File: src/rtl/sync_filter_bank.sv
`default_nettype none
// ============================================================================
// Module   : sync_filter_bank
// Brief    : Per-channel synchroniser chain, consecutive-sample glitch filter
//            and registered rise/fall edge pulses for WIDTH async inputs.
// Revision : 1.0
// ============================================================================
module sync_filter_bank #(
    parameter int               WIDTH      = 4,
    parameter int               STAGES     = 3,
    parameter int               FILTER_LEN = 4,
    parameter logic [WIDTH-1:0] RESET_VAL  = {WIDTH{1'b0}}
) (
    input  logic             clk,
    input  logic             rst_n,
    input  logic [WIDTH-1:0] async_in,
    output logic [WIDTH-1:0] sync_out,
    output logic [WIDTH-1:0] rise,
    output logic [WIDTH-1:0] fall,
    output logic             any_edge
);

    localparam int                 c_cnt_w    = $clog2(FILTER_LEN + 1);
    localparam logic [c_cnt_w-1:0] c_cnt_last = c_cnt_w'(FILTER_LEN - 1);
    localparam logic [c_cnt_w-1:0] c_cnt_one  = c_cnt_w'(1);

    logic [WIDTH-1:0] w_flip;
    logic             r_any_edge;

    if (STAGES < 2) begin : g_stages_check
        $error("sync_filter_bank: STAGES must be >= 2");
    end

    if (FILTER_LEN < 1) begin : g_filter_check
        $error("sync_filter_bank: FILTER_LEN must be >= 1");
    end

    if (WIDTH < 1) begin : g_width_check
        $error("sync_filter_bank: WIDTH must be >= 1");
    end

    for (genvar i = 0; i < WIDTH; i++) begin : g_chan
        logic [STAGES-1:0]  r_sync;
        logic [c_cnt_w-1:0] r_cnt;
        logic               r_out;
        logic               r_rise;
        logic               r_fall;
        logic               w_synced;
        logic               w_differ;

        assign w_synced  = r_sync[STAGES-1];
        assign w_differ  = (w_synced != r_out);
        assign w_flip[i] = w_differ && (r_cnt == c_cnt_last);

        // Bare flop chain: nothing may sit between stages.
        always_ff @(posedge clk or negedge rst_n) begin
            if (!rst_n) begin
                r_sync <= {STAGES{RESET_VAL[i]}};
            end else begin
                r_sync <= {r_sync[STAGES-2:0], async_in[i]};
            end
        end

        // Counter only grows during an unbroken run of disagreement.
        always_ff @(posedge clk or negedge rst_n) begin
            if (!rst_n) begin
                r_cnt  <= '0;
                r_out  <= RESET_VAL[i];
                r_rise <= 1'b0;
                r_fall <= 1'b0;
            end else begin
                r_rise <= w_flip[i] & w_synced;
                r_fall <= w_flip[i] & ~w_synced;
                if (!w_differ) begin
                    r_cnt <= '0;
                end else if (w_flip[i]) begin
                    r_out <= w_synced;
                    r_cnt <= '0;
                end else begin
                    r_cnt <= r_cnt + c_cnt_one;
                end
            end
        end

        assign sync_out[i] = r_out;
        assign rise[i]     = r_rise;
        assign fall[i]     = r_fall;
    end

    always_ff @(posedge clk or negedge rst_n) begin
        if (!rst_n) begin
            r_any_edge <= 1'b0;
        end else begin
            r_any_edge <= |w_flip;
        end
    end

    assign any_edge = r_any_edge;

endmodule
`default_nettype wire

File: config.mk
export PLATFORM = sky130hd
export DESIGN_NAME = sync_filter_bank
export DESIGN_NICKNAME = d
export VERILOG_FILES = /design/src/rtl/sync_filter_bank.sv
export SDC_FILE = /design/constraint.sdc
export NUM_CORES = 1
export LEC_CHECK = 0
export ABC_AREA = 0
export ABC_CLOCK_PERIOD_IN_PS = 1500
export BUFFER_PORTS_ARGS = -buffer_cell sky130_fd_sc_hd__buf_2
export CAP_MARGIN = 20
export CORE_MARGIN = 2
export CORE_UTILIZATION = 23
export CTS_BUF_LIST = sky130_fd_sc_hd__clkbuf_4
export CTS_CLUSTER_SIZE = 10
export DETAILED_ROUTE_END_ITERATION = 8
export SYNTH_ARGS = -nofsm -noshare
export SYNTH_HDL_FRONTEND = slang
export SYNTH_SLANG_ARGS = --single-unit
File: constraint.sdc
create_clock -name clk -period 1.5 [get_ports clk]
set_input_delay 0.15 -clock clk [delete_from_list [all_inputs] [get_ports clk]]
set_output_delay 0.15 -clock clk [all_outputs]
set_load 0.005 [all_outputs]
=== After elaboration in Yosys (flattened, before gate mapping) ===
Index checks and enable logic that the tools add are counted.

* Register bits: 37
* Output and inout port bits: 13

* $add $sub $neg: 4
* Equality and inequality tests: 8
* Muxes and demuxes: 8
* Bitwise operators: 12
* Reductions and logical operators: 9

{| class="wikitable"
|+ Operators with widths
! kind !! number
|-
| 2-to-1 mux 3 bit || 8
|-
| adder 3 x 1 -> 3 bit (second input constant) || 4
|-
| == test 3 x 2 -> 1 bit (second input constant) || 4
|-
| bitwise AND 1 bit || 8
|-
| AND reduction 2 bit || 4
|-
| logical AND 1 bit || 4
|-
| inequality test 1 bit || 4
|-
| NOT 1 bit || 4
|-
| OR reduction 4 bit || 1
|}

=== Logic depth before layout (Yosys ltp) ===
* Word-level depth: 4
* Mapped depth: 4
* Gate-level depth less buffers: 4

=== Least setup slack after synthesis ===
OpenSTA, ideal clock, no wires.

* Path type: register -> register
* Start point: register g_chan[2].r_cnt[0]
* End point: register g_chan[2].r_out
* Library setup time: 0.128 ns
* Arrival time: 1.041 ns
* Required time: 1.372 ns
* Slack: 0.332 ns
* Stages on the path, launching flop included: 4
* Path buffers: 0
* Cells stage by stage: dfrtp_1 > ha_1 > nand2b_1 > mux2_1

* Cells in the longest elaborated chain, start to end: 3

{| class="wikitable"
|+ RTL lines
! element !! RTL line !! text
|-
| from (decl) || 44 || <nowiki>logic [c_cnt_w-1:0] r_cnt;</nowiki>
|-
| from (signal assigned) || 80 || <nowiki>r_cnt <= r_cnt + c_cnt_one;</nowiki>
|-
| == test 3 x 2 -> 1 bit || 53 || <nowiki>assign w_flip[i] = w_differ && (r_cnt == c_cnt_last);</nowiki>
|-
| logical AND 1 bit || 53 ||
|-
| AND reduction 2 bit (no line) || n/a ||
|-
| to (signal assigned) || 68 || <nowiki>r_out <= RESET_VAL[i];</nowiki>
|-
| to (signal assigned) || 77 || <nowiki>r_out <= w_synced;</nowiki>
|-
| to (decl) || 45 || <nowiki>logic r_out;</nowiki>
|}

Every way passes these cells.
A chain may end at the register's enable or synchronous reset.

=== Worst setup path after layout ===
Same ends and word-level chain as after synthesis.

==> summary.txt <==
Placed design
  • Port Buffer Count: 18
  • Hpwl dp: 1360 um
  • Gpl congestion: 0.639
  • DP Worst Slack: 267 ps

Logic synthesis
  • Sequential area share after synthesis: 0.680
  • Post-Syn Nets: 104
  • Post-Syn Instances: 94
  • Synth warn: 0
  • Yosys cell types: 20
  • Mapped Area: 0.00136 sq mm
  • Flops & latches, synth: 37
  • Average size of a mapped cell: 14.5 sq um

Critical path
  • Crit path required time: 1720 ps
  • Critical path endpoint category: flop
  • Max FO, Critical Path: 5
  • Worst EP arrival: 1470 ps
  • Worst Setup Path Type: reg2reg
  • Startpoint types: flop

Drt
  • Drt wl/cell: 10.1 um
  • Post-route DRC: 0
  • Antenna Violating Nets Remaining: 0
  • DR pass1 iterations: 4
  • Routed vias: 710
  • Vias/cell: 3.76
  • Routed wire length: 1920 um
  • DRT iter0 DRCs: 33

CTS
  • CTS root buf: clkbuf_4
  • Sink Count: 37
  • Post-CTS setup buffer count: 0
  • Clk buf depth: 2
  • Clock slew at the register clock pins of the worst setup and hold paths: 100 ps
  • Clk_lat worst skew: 330 ps
  • CTS buffer count: 5
  • CTS tree: built
  • Htree depth: 2

Finish
  • Area delta synth->final: 15.5%
  • Nets: 123
  • N_diodes: 0
  • Commonest non-fill, non-tap cell in the layout: dfrtp_1
  • Layout cells sized above 1: 0.272
  • Commonest non-fill, non-tap cells in the layout: dfrtp_1 (37), buf_2 (18), nor3b_1 (12)

STA
  • Setup TNS Final: 0 ps
  • RSZ-0062 raised after global routing: no
  • Pins over their slew limit: 0
  • Hold Fails Final Rpt: 0
  • Fin crit period: 1240 ps
  • Final period util: 0.829
  • Final worst setup slack: 257 ps
  • Slew margin rel.: 0.699
  • Highest Clock Rate: 804 MHz
  • Least-Margin Pin Slew: 452 ps
  • # setup viols final: 0
  • Final Skew: 6.76 ps

Pwr
  • Worst VDD drop: 0.000373 V
  • Pwr/cell area: 1490 mW/mm^2
  • Pleak: 0.000758 uW

Floorplan
  • Row count: 28
  • IO Count: 19
  • Die height: 81.0 um
  • Core Box Area: 0.00582 sq mm
  • Starting Density: 0.234
  • DIE AREA: 0.00656 sq mm
  • DIE WIDTH: 81.0 um

GRT
  • Initial antenna violation count: 0
  • Vias in the first global route: 755
  • All-Layer GR Usage: 0.0695
  • Global-route wire length before repair: 3350 um
  • Total gr overflow: 0
  • Largest net degree at the start of global routing: 38

Outcome
  • Outcome: finished, final reports clean

Hold path
  • HP Class: reg2reg

Job
  • MaxCap Viol Count: 0
## worst paths after layout
check / endpoint / slack, ps / start / cells past startpoint
setup / recovery: g_chan[2].r_out / 260 / g_chan[2].r_cnt[0] / 3
hold / removal: g_chan[2].r_sync[2] / 350 / g_chan[2].r_sync[1] / 0
setup reg to reg: g_chan[2].r_out / 260 / g_chan[2].r_cnt[0] / 3
hold reg to reg: g_chan[2].r_sync[2] / 350 / g_chan[2].r_sync[1] / 0
max in group asynchronous: g_chan[0].r_cnt[2] / 800 / rst_n / 3
min in group asynchronous: g_chan[3].r_sync[0] / 370 / rst_n / 3
## through the flow
stage / hold WS [ps] / instances / total power (uW) / cell area, sq um / util
final: 353 / 189 / 2350 / 1570 / 0.271
after global routing: 367 / 189 / 2540 / 1570 / 0.271
after CTS: 360 / 189 / 2410 / 1570 / 0.271
after detailed placement: 223 / 176 / 1840 / 1460 / 0.252
after global placement: 204 / 176 / 1790 / 1460 / 0.252
after floorplan: -146 / 94 / 1710 / 1360 / -
## sequential cells by signal, summed over array words and instances (netlist names)
signal / flops
g_chan.r_sync: 12
g_chan.r_rise: 4
g_chan.r_fall: 4
any_edge: 1
g_chan.r_cnt: 12
g_chan.r_out: 4
## metal layers
metal,global-route usage,part of all wire,wire length [um],vias to the layer above
met5,0,0,0,-
li1,-,-,-,341
met1,0.0795,0.43,819,347
met2,0.107,0.50,948,16
met4,0.0390,0.020,38,0
met3,0.0333,0.057,109,6
## worst max-delay path: stages (launching register included)
cell and delay (ps):
dfrtp_1 400, ha_1 240, nand2b_1 160, mux2_1 330
## kinds of logic after synthesis
logic type,count (synthesis),synth area share
AO/OA/AOI/OAI,2,0.0129
XOR/XNOR,4,0.0257
adder cells (fa/ha/maj),4,0.0367
buffers and inverters,13,0.0689
flip-flops,37,0.680
multiplexers,3,0.0248
AND/OR/NAND/NOR,31,0.152
## cell usage after synthesis
| cell | number | area (sq um) |
|---|---|---|
| buf_4 | 12 | 90.1 |
| mux2_1 | 1 | 11.3 |
| xor2_1 | 2 | 17.5 |
| nand2b_1 | 3 | 18.8 |
| and3b_1 | 1 | 8.76 |
| dfrtp_1 | 37 | 926 |
| o221ai_1 | 1 | 8.76 |
| a32oi_1 | 1 | 8.76 |
| xnor2_1 | 2 | 17.5 |
| inv_1 | 1 | 3.75 |
| nand2b_4 | 1 | 13.8 |
| nor2_1 | 2 | 7.51 |
| nor3_1 | 1 | 5.00 |
| nand2_1 | 5 | 18.8 |
| nor2b_1 | 3 | 18.8 |
| and3_1 | 2 | 12.5 |
| nor3b_2 | 1 | 12.5 |
| nor3b_1 | 12 | 90.1 |
| ha_1 | 4 | 50.1 |
| mux2_2 | 2 | 22.5 |
## power breakdown
group	leakage, uW	internal, uW	switching [uW]
Combinational	0.000249	262	244
Clock	0.0000368	241	292
Sequential	0.000472	1180	129
Total	0.000758	1680	666
## final cells by class
cell class | instances | area, sq um
clock buffer | 8 | 60.1
fill | 622 | 4240
inverter | 1 | 3.75
multi-input combinational | 44 | 343
sequential | 37 | 926
tap | 75 | 93.8
timing repair buffer | 24 | 148
## timing repair
item,4_1_cts,5_1_grt
hold buffers,5,0
resized for setup,0,0
hold endpoints to repair,41,0
No activity file was read; power rests on OpenSTA's default activity.
